<file path="src/rtl/riscv_op2_fwd_stage.sv">
`default_nettype none
// ============================================================================
// Module      : riscv_op2_fwd_stage
// Description : Operand-2 select and forwarding stage. Resolves rs2 against
//               the EX and MEM writeback ports, selects between forwarded rs2
//               and the sign-extended immediates, detects load-use hazards,
//               and registers the operand behind a valid/ready handshake.
// Revision    : 1.0 - initial release
// ============================================================================
module riscv_op2_fwd_stage #(
    parameter int WORD_LENGTH = 32,
    parameter int REG_ADDR_W  = 5,
    parameter int CNT_W       = 16,
    parameter int OP2_SEL_W   = 3
) (
    input  logic                   clk,
    input  logic                   rst,
    // Decode-side request
    input  logic                   in_valid,
    output logic                   in_ready,
    input  logic [OP2_SEL_W-1:0]   op2_sel,
    input  logic [REG_ADDR_W-1:0]  rs2_addr,
    input  logic [WORD_LENGTH-1:0] rs2_data,
    input  logic [WORD_LENGTH-1:0] imm_i_sext,
    input  logic [WORD_LENGTH-1:0] imm_s_sext,
    input  logic [WORD_LENGTH-1:0] imm_j_sext,
    input  logic [WORD_LENGTH-1:0] imm_u_sext,
    // EX-stage writeback
    input  logic                   ex_wen,
    input  logic                   ex_is_load,
    input  logic [REG_ADDR_W-1:0]  ex_rd,
    input  logic [WORD_LENGTH-1:0] ex_data,
    // MEM-stage writeback
    input  logic                   mem_wen,
    input  logic [REG_ADDR_W-1:0]  mem_rd,
    input  logic [WORD_LENGTH-1:0] mem_data,
    // Control and registered output
    input  logic                   flush,
    output logic                   out_valid,
    input  logic                   out_ready,
    output logic [WORD_LENGTH-1:0] dout,
    output logic [1:0]             fwd_src,
    output logic [CNT_W-1:0]       stall_cnt
);

    // Operand-2 source select encodings
    localparam logic [OP2_SEL_W-1:0] c_OP2_RS2 = OP2_SEL_W'(0);
    localparam logic [OP2_SEL_W-1:0] c_OP2_IMI = OP2_SEL_W'(1);
    localparam logic [OP2_SEL_W-1:0] c_OP2_IMS = OP2_SEL_W'(2);
    localparam logic [OP2_SEL_W-1:0] c_OP2_IMJ = OP2_SEL_W'(3);
    localparam logic [OP2_SEL_W-1:0] c_OP2_IMU = OP2_SEL_W'(4);

    // Source tags reported on fwd_src
    localparam logic [1:0] c_SRC_RF  = 2'd0;
    localparam logic [1:0] c_SRC_EX  = 2'd1;
    localparam logic [1:0] c_SRC_MEM = 2'd2;

    localparam logic [CNT_W-1:0] c_CNT_MAX = '1;

    logic                   w_ex_hit;
    logic                   w_mem_hit;
    logic                   w_hazard;
    logic                   w_capture;
    logic [WORD_LENGTH-1:0] w_fwd_rs2;
    logic [1:0]             w_fwd_tag;
    logic [WORD_LENGTH-1:0] w_sel_val;
    logic [1:0]             w_sel_tag;

    logic                   r_out_valid;
    logic [WORD_LENGTH-1:0] r_dout;
    logic [1:0]             r_fwd_src;
    logic [CNT_W-1:0]       r_stall_cnt;

    // x0 is hardwired to zero, so a write to it never produces a match.
    assign w_ex_hit  = ex_wen  && (ex_rd  == rs2_addr) && (rs2_addr != '0);
    assign w_mem_hit = mem_wen && (mem_rd == rs2_addr) && (rs2_addr != '0);

    // A load in EX has no data yet; the consumer must wait for it to reach MEM.
    assign w_hazard  = in_valid && (op2_sel == c_OP2_RS2) && w_ex_hit && ex_is_load;

    assign in_ready  = (!r_out_valid || out_ready) && !w_hazard && !flush;
    assign w_capture = in_valid && in_ready;

    // Resolve rs2 with the youngest producer (EX) taking priority over MEM.
    always_comb begin
        w_fwd_rs2 = rs2_data;
        w_fwd_tag = c_SRC_RF;
        if (w_ex_hit && !ex_is_load) begin
            w_fwd_rs2 = ex_data;
            w_fwd_tag = c_SRC_EX;
        end else if (w_mem_hit) begin
            w_fwd_rs2 = mem_data;
            w_fwd_tag = c_SRC_MEM;
        end
    end

    // Operand-2 mux; immediates never carry a forwarding tag.
    always_comb begin
        w_sel_val = '0;
        w_sel_tag = c_SRC_RF;
        case (op2_sel)
            c_OP2_RS2: begin
                w_sel_val = w_fwd_rs2;
                w_sel_tag = w_fwd_tag;
            end
            c_OP2_IMI: w_sel_val = imm_i_sext;
            c_OP2_IMS: w_sel_val = imm_s_sext;
            c_OP2_IMJ: w_sel_val = imm_j_sext;
            c_OP2_IMU: w_sel_val = imm_u_sext;
            default:   w_sel_val = '0;
        endcase
    end

    // Output register with valid/ready handshake; flush beats capture.
    always_ff @(posedge clk) begin
        if (rst) begin
            r_out_valid <= 1'b0;
            r_dout      <= '0;
            r_fwd_src   <= c_SRC_RF;
        end else begin
            if (flush) begin
                r_out_valid <= 1'b0;
            end else if (w_capture) begin
                r_out_valid <= 1'b1;
            end else if (out_ready) begin
                r_out_valid <= 1'b0;
            end
            if (w_capture) begin
                r_dout    <= w_sel_val;
                r_fwd_src <= w_sel_tag;
            end
        end
    end

    // Saturating count of load-use stall cycles.
    always_ff @(posedge clk) begin
        if (rst) begin
            r_stall_cnt <= '0;
        end else if (w_hazard && (r_stall_cnt != c_CNT_MAX)) begin
            r_stall_cnt <= r_stall_cnt + 1'b1;
        end
    end

    assign out_valid = r_out_valid;
    assign dout      = r_dout;
    assign fwd_src   = r_fwd_src;
    assign stall_cnt = r_stall_cnt;

endmodule
`default_nettype wire

</file>
<file path="config.mk">
export PLATFORM = sky130hd
export DESIGN_NAME = riscv_op2_fwd_stage
export DESIGN_NICKNAME = d
export VERILOG_FILES = /design/src/rtl/riscv_op2_fwd_stage.sv
export SDC_FILE = /design/constraint.sdc
export NUM_CORES = 1
export LEC_CHECK = 0
export BUFFER_PORTS_ARGS = -buffer_cell sky130_fd_sc_hd__buf_2
export CORE_AREA = 2 2 116 118
export CTS_BUF_LIST = sky130_fd_sc_hd__clkbuf_4 sky130_fd_sc_hd__clkbuf_8
export DETAILED_ROUTE_END_ITERATION = 10
export DIE_AREA = 0 0 118 120
export PLACE_DENSITY = 0.74
export RECOVER_POWER = 50
export SLEW_MARGIN = 30
export SYNTH_ARGS = -nofsm -noshare
export SYNTH_HDL_FRONTEND = slang
export SYNTH_SLANG_ARGS = --single-unit
</file>
<file path="constraint.sdc">
create_clock -name clk -period 3.99 [get_ports clk]
set_input_delay 0.1995 -clock clk [delete_from_list [all_inputs] [get_ports clk]]
set_output_delay 0.1995 -clock clk [all_outputs]
set_load 0.1 [all_outputs]
</file>
==> results of run 1 <==
[sequential cells by signal, summed over array words and instances, names as in the netlist]
signal     flops
dout          32
out_valid      1
stall_cnt     16
fwd_src        2
[per-layer routing]
layer | wire [um] | share of wire
met5 | 12 | 0.00064
met4 | 342 | 0.018
met3 | 1580 | 0.084
met2 | 9000 | 0.48
met1 | 7910 | 0.42
[worst register-to-register path: stages (launching register included)]
cell,delay (ns)
dfxtp_1,0.44
nand4_2,0.24
or4_1,0.60
nand2b_1,0.31
nor3_1,0.10
mux2_2,0.28
[report_power, final]
part | switching (W) | total (W) | internal (W)
logic | 0.000267 | 0.000428 | 0.000161
registers | 0.00000715 | 0.000528 | 0.000520
clock network | 0.000195 | 0.000445 | 0.000250
total | 0.000469 | 0.00140 | 0.000932
[final timing paths]
kind / end
worst max-delay path: dout[5]
worst min-delay path: out_valid
worst max register to register: stall_cnt[11]
worst min register to register: fwd_src[0]
[cell usage after synthesis, types with 2 or more instances]
cell and instances:
buf_2 9, xnor2_1 3, nor4_1 4, a211oi_1 7, nand4_1 5, a22oi_1 57
o21ai_0 34, xnor2_2 4, nor2_1 39, and2_1 27, or4_1 10, dfxtp_1 51
and3b_1 4, xor2_1 4, mux2i_1 3, a21oi_1 11, a32oi_1 35, inv_1 6
nand2b_1 2, o22ai_1 2, nand2_1 14, mux2_2 4, nor3_1 5, or2_2 2
nand3_1 9, clkbuf_1 40, a221oi_1 26, o31ai_1 42, or3_1 4, and3_1 7
nor2b_1 7, buf_4 4
[layout make-up]
type	count	area share
inverter	6	0.00398
tap	176	0.0389
antenna	4	0.00177
clock inverter	3	0.0119
multi-input combinational	387	0.482
sequential	51	0.181
clock buffer	5	0.0122
timing repair buffer	311	0.269
[cell families (layout without fill, tap and decap cells)]
| group | Yosys count | after routing | synth area share |
|---|---|---|---|
| AOI/OAI and AO/OA | 221 | 221 | 0.416 |
| buffers and inverters | 60 | 325 | 0.0648 |
| muxes | 7 | 7 | 0.0188 |
| DFF | 51 | 51 | 0.256 |
| and+or+nand+nor | 147 | 147 | 0.210 |
| adders and majority gates | 1 | 1 | 0.00313 |
| xor gates and xnor gates | 11 | 11 | 0.0316 |
| other | 0 | 4 | 0 |
[per-stage QoR]
step	area, um2	hold WS [ns]	instances	util
2_1_floorplan	3990	0.278	498	-
3_3_place_gp	5580	0.387	931	0.430
3_5_place_dp	5590	0.392	931	0.430
4_1_cts	5720	0.0409	939	0.441
5_1_grt	5650	0.0417	941	0.435
6_report	5660	0.0605	943	0.436
==> results.py, run 1 <==
metrics = {
    "yosys": {
        "yosysUniqueCellTypes": 49,
        "synth-main-ff-cell": "dfxtp_1",
        "yosysTopAreaCell": "dfxtp_1",
        "syn_area_mm2": 0.00399,
        "ys_async_sr_fraction": 0,
        "netlist_top_cells_area": "dfxtp_1 26%, a22oi_1 11%, o31ai_1 7.9%",
        "synth_top_area_share": 0.256,
        "synth_enable_flop_cells": 0,
        "syn-num-nets": 749,
        "ys_seq_area_frac": 0.256,
        "netlist_instances": 498,
        "avgSynthCellArea_um2": 8.02,
        "ys_seq_elements": 51,
        "ys_warn_count": 0,
    },
    "finish": {
        "final_common_cell": "buf_2",
        "nFillCells": 1359,
        "register_area_mm2": 0.00102,
        "multiInputGateArea_mm2": 0.00273,
        "nets": 1013,
        "mostFrequentLayoutCells": "251 x buf_2, 57 x a22oi_1, 51 x dfxtp_1, 50 x clkbuf_1, 42 x o31ai_1",
        "layout-drive-gt1-share": 0.384,
        "syn_to_final_growth_pct": 41.6,
    },
    "grt": {
        "grt_start_max_net_pins": 39,
        "grt_overflow": 0,
        "use_met2": 0.421,
        "grt_first_pass_wirelength_um": 28100,
        "antenna_found_initial": 5,
        "gr-usage-all-layers": 0.252,
        "grt_pass1_vias": 4965,
        "met3_usage": 0.0594,
        "gr-max-usage-layer": "met2",
        "met1_usage": 0.322,
    },
    "critical_path": {
        "path_buf_inv": 1,
        "slowest_delay_ns": 0.64,
        "start_kind": "input pin",
        "path_max_fanout": 33,
        "worst-path-stages": 6,
        "startpoint": "rs2_addr[1]",
        "path_cells": "buf_2 > or4_4 > o211a_2 > nand2_2 > a211oi_1 > o31ai_1",
        "cpMaxStageDelayCell": "nand2_2",
        "cp.required_ns": 4.20,
        "rr_startpoint": "stall_cnt[4]",
        "r2r_cells": 5,
        "crit_type": "input pin to flop",
        "rrSetupSlack_ns": 1.91,
        "endpoint_kind": "flop",
        "crit_family": "simple AND/OR/NAND/NOR gates",
        "worst-endpoint-arrival_ns": 2.56,
    },
    "timing": {
        "slew_headroom": 0.161,
        "setup_viol": 0,
        "fin_setup_tns_ns": 0,
        "fmax_mhz": 427,
        "hold_viol": 0,
        "drv_slew": 0,
        "worst_slew_pin_slew_ns": 1.26,
        "clock-skew-final_ns": 0.00723,
        "fin_ws_ns": 1.65,
        "period_share": 0.587,
        "rsz0062_at_grt": "false",
        "fin_crit_ns": 2.34,
    },
    "cts": {
        "cts_resized": 0,
        "cts.clk_slew.worst_paths_ns": 0.10,
        "cts-root-buf": "clkbuf_8",
        "cts_setup_buffers": 0,
        "cts_buffers": 5,
        "cts_hold_buf": 0,
        "clk_path_buf_depth": 2,
        "cts_tree": "done",
        "h-tree-depth": 2,
        "numClockSinks": 51,
        "clk_latency_ns": 0.31,
    },
    "outcome": {
        "status": "completed",
    },
    "floorplanning": {
        "core-area_mm2": 0.0130,
        "die_y_um": 120,
        "die-area_mm2": 0.0142,
        "die_w_um": 118,
        "start_util": 0.308,
        "io-pin-count": 302,
        "fp-row-count": 42,
    },
    "hold_path": {
        "hp-start": "flush",
        "hold_class": "input pin to flop",
        "hold_depth": 2,
    },
    "detailed_routing": {
        "wl_per_cell_um": 20.0,
        "via_count": 5360,
        "vias_per_cell": 5.68,
        "finalWirelength_um": 18800,
        "dr.pass1.iters": 5,
        "route.detailed.drc": 0,
        "antenna_left": 0,
        "drt_iter0_markers": 425,
    },
    "placement": {
        "gp_congestion": 0.907,
        "io_buffers": 301,
        "dp_slack_ns": 1.29,
        "dpl.hpwl_um": 13600,
    },
    "job": {
        "max_cap_violations": 0,
    },
    "power_and_ir_drop": {
        "power_w": 0.00140,
        "vdd_drop_max_mv": 0.145,
        "total_leakage_power_nw": 2.33,
        "p_per_area_mw_per_mm2": 248,
    },
}
(Power assumes the default switching activity.)
==> run 2, diff against run 1 <==
--- a/config.mk
+++ b/config.mk
@@ -6,11 +6,11 @@
 export NUM_CORES = 1
 export LEC_CHECK = 0
 export BUFFER_PORTS_ARGS = -buffer_cell sky130_fd_sc_hd__buf_2
-export CORE_AREA = 2 2 116 118
+export CORE_AREA = 2 2 117 119
 export CTS_BUF_LIST = sky130_fd_sc_hd__clkbuf_4 sky130_fd_sc_hd__clkbuf_8
 export DETAILED_ROUTE_END_ITERATION = 10
-export DIE_AREA = 0 0 118 120
-export PLACE_DENSITY = 0.74
+export DIE_AREA = 0 0 119 121
+export PLACE_DENSITY = 0.73
 export RECOVER_POWER = 50
 export SLEW_MARGIN = 30
 export SYNTH_ARGS = -nofsm -noshare
==> constraint.sdc (replaced) <==
create_clock -name clk -period 2.27 [get_ports clk]
set_input_delay 0.1135 -clock clk [delete_from_list [all_inputs] [get_ports clk]]
set_output_delay 0.1135 -clock clk [all_outputs]
set_load 0.1 [all_outputs]
==> results.py, run 2 (synthesis results as in run 1) <==
metrics = {
    "outcome": {
        "status": "completed",
    },
    "critical_path": {
        "cp.required_ns": 2.52,
        "endpoint_kind": "flop",
        "start_kind": "flop",
        "worst-endpoint-arrival_ns": 2.15,
        "r2r_end": "stall_cnt[14]",
        "startpoint": "stall_cnt[0]",
        "path_max_fanout": 10,
        "rr_startpoint": "stall_cnt[0]",
        "crit_type": "flop to flop",
        "rrSetupSlack_ns": 0.37,
        "crit_end": "stall_cnt[14]",
        "r2r_cells": 6,
    },
    "cts": {
        "cts_setup_buffers": 0,
        "numClockSinks": 51,
        "cts.clk_slew.worst_paths_ns": 0.10,
        "clk_latency_ns": 0.31,
        "cts_buffers": 5,
        "cts_hold_buf": 1,
        "clk_path_buf_depth": 2,
        "h-tree-depth": 2,
        "cts-root-buf": "clkbuf_8",
        "cts_resized": 0,
        "cts_tree": "done",
    },
    "placement": {
        "gp_congestion": 0.819,
        "dpl.hpwl_um": 14700,
        "io_buffers": 301,
    },
    "timing": {
        "rsz0062_at_grt": "false",
        "fmax_mhz": 526,
        "hold_viol": 0,
        "slew_headroom": 0.178,
        "worst_slew_pin_slew_ns": 1.24,
        "fin_crit_ns": 1.90,
        "fin_setup_tns_ns": 0,
        "drv_slew": 0,
        "clock-skew-final_ns": 0.00660,
        "setup_viol": 0,
        "period_share": 0.837,
    },
    "power_and_ir_drop": {
        "power_w": 0.00226,
        "total_leakage_power_nw": 2.41,
        "power_switching_w": 0.000830,
        "comb_power_share": 0.345,
        "clkPwrFrac": 0.245,
        "vdd_drop_max_mv": 0.177,
        "p_per_area_mw_per_mm2": 391,
        "p_seq_frac": 0.410,
        "cellInternalPower_w": 0.00143,
        "p_sw_frac": 0.367,
    },
    "floorplanning": {
        "io-pin-count": 302,
        "die_y_um": 121,
        "die_w_um": 119,
        "die-area_mm2": 0.0144,
        "core-area_mm2": 0.0131,
        "fp-row-count": 42,
        "start_util": 0.305,
    },
    "detailed_routing": {
        "drt_iter0_markers": 419,
        "route.detailed.drc": 0,
        "finalWirelength_um": 18900,
        "via_count": 5381,
        "antenna_left": 0,
        "dr.pass1.iters": 5,
        "wl_per_cell_um": 19.8,
        "vias_per_cell": 5.62,
    },
    "grt": {
        "grt_overflow": 0,
        "gr-usage-all-layers": 0.251,
        "grt_pass1_vias": 5012,
        "grt_first_pass_wirelength_um": 28100,
        "grt_start_max_net_pins": 34,
        "antenna_found_initial": 2,
    },
    "finish": {
        "final_common_cell": "buf_2",
        "mostFrequentLayoutCells": "249 x buf_2, 57 x a22oi_1, 51 x clkbuf_1, 42 x o31ai_1, 39 x nor2_1",
        "layout-drive-gt1-share": 0.412,
        "nets": 1029,
        "largest_reg_flops": 32,
        "syn_to_final_growth_pct": 44.8,
    },
    "job": {
        "max_cap_violations": 0,
    },
    "hold_path": {
        "hold_class": "input pin to flop",
    },
}
-- run 2: worst min path at each step --
stage               startpoint   endpoint  slack [ns]  depth (start not counted)
floorplan                flush  out_valid        0.19                          1
global placement         flush  out_valid        0.34                          2
detailed placement       flush  out_valid        0.33                          2
CTS                 ex_data[9]    dout[9]        0.08                          3
global route        ex_data[5]    dout[5]        0.09                          3
finish              ex_data[9]    dout[9]        0.08                          3
-- run 2: power groups by stage --
stage | Clock (W) | Combinational (W) | Sequential, W
6_report | 0.000554 | 0.000781 | 0.000927
5_1_grt | 0.000605 | 0.000837 | 0.000929
4_1_cts | 0.000573 | 0.000785 | 0.000926
3_5_place_dp | 0 | 0.000781 | 0.000947
3_3_place_gp | 0 | 0.000781 | 0.000947
2_1_floorplan | 0 | 0.000271 | 0.00109
-- run 2: through the flow --
| step | setup slack [ns] | area (um2) | utilization | hold WS (ns) | std cells |
|---|---|---|---|---|---|
| CTS | 0.384 | 5840 | 0.446 | 0.0765 | 955 |
| detailed placement | 0.166 | 5740 | 0.439 | 0.334 | 946 |
| finish | 0.371 | 5780 | 0.442 | 0.0842 | 957 |
| global route | 0.226 | 5780 | 0.442 | 0.0864 | 956 |
| floorplan | 0.0248 | 4010 | - | 0.192 | 498 |
| global placement | 0.209 | 5740 | 0.439 | 0.338 | 946 |
-- run 2: area by class of cell --
| cell class | instances | area, um2 |
|---|---|---|
| Antenna cell | 2 | 5.00 |
| Clock buffer | 5 | 68.8 |
| Clock inverter | 3 | 20.0 |
| Fill cell | 1370 | 7300 |
| Inverter | 6 | 22.5 |
| Multi-Input combinational cell | 387 | 2740 |
| Sequential cell | 51 | 1040 |
| Tap cell | 176 | 220 |
| Timing Repair Buffer | 327 | 1670 |
-- run 2: critical path: stages, from the launching register on --
cell	delay (ns)
dfxtp_2	0.35
ha_1	0.26
nand4_1	0.10
or4_1	0.12
nand3_1	0.29
or4_1	0.56
a21oi_1	0.16
-- run 2: metal layers --
metal | routed length (um) | track usage | part of all wire
met5 | 0 | 0 | 0
met4 | 406 | 0.0737 | 0.021
met3 | 1540 | 0.0446 | 0.082
met2 | 8930 | 0.409 | 0.47
met1 | 8020 | 0.338 | 0.42
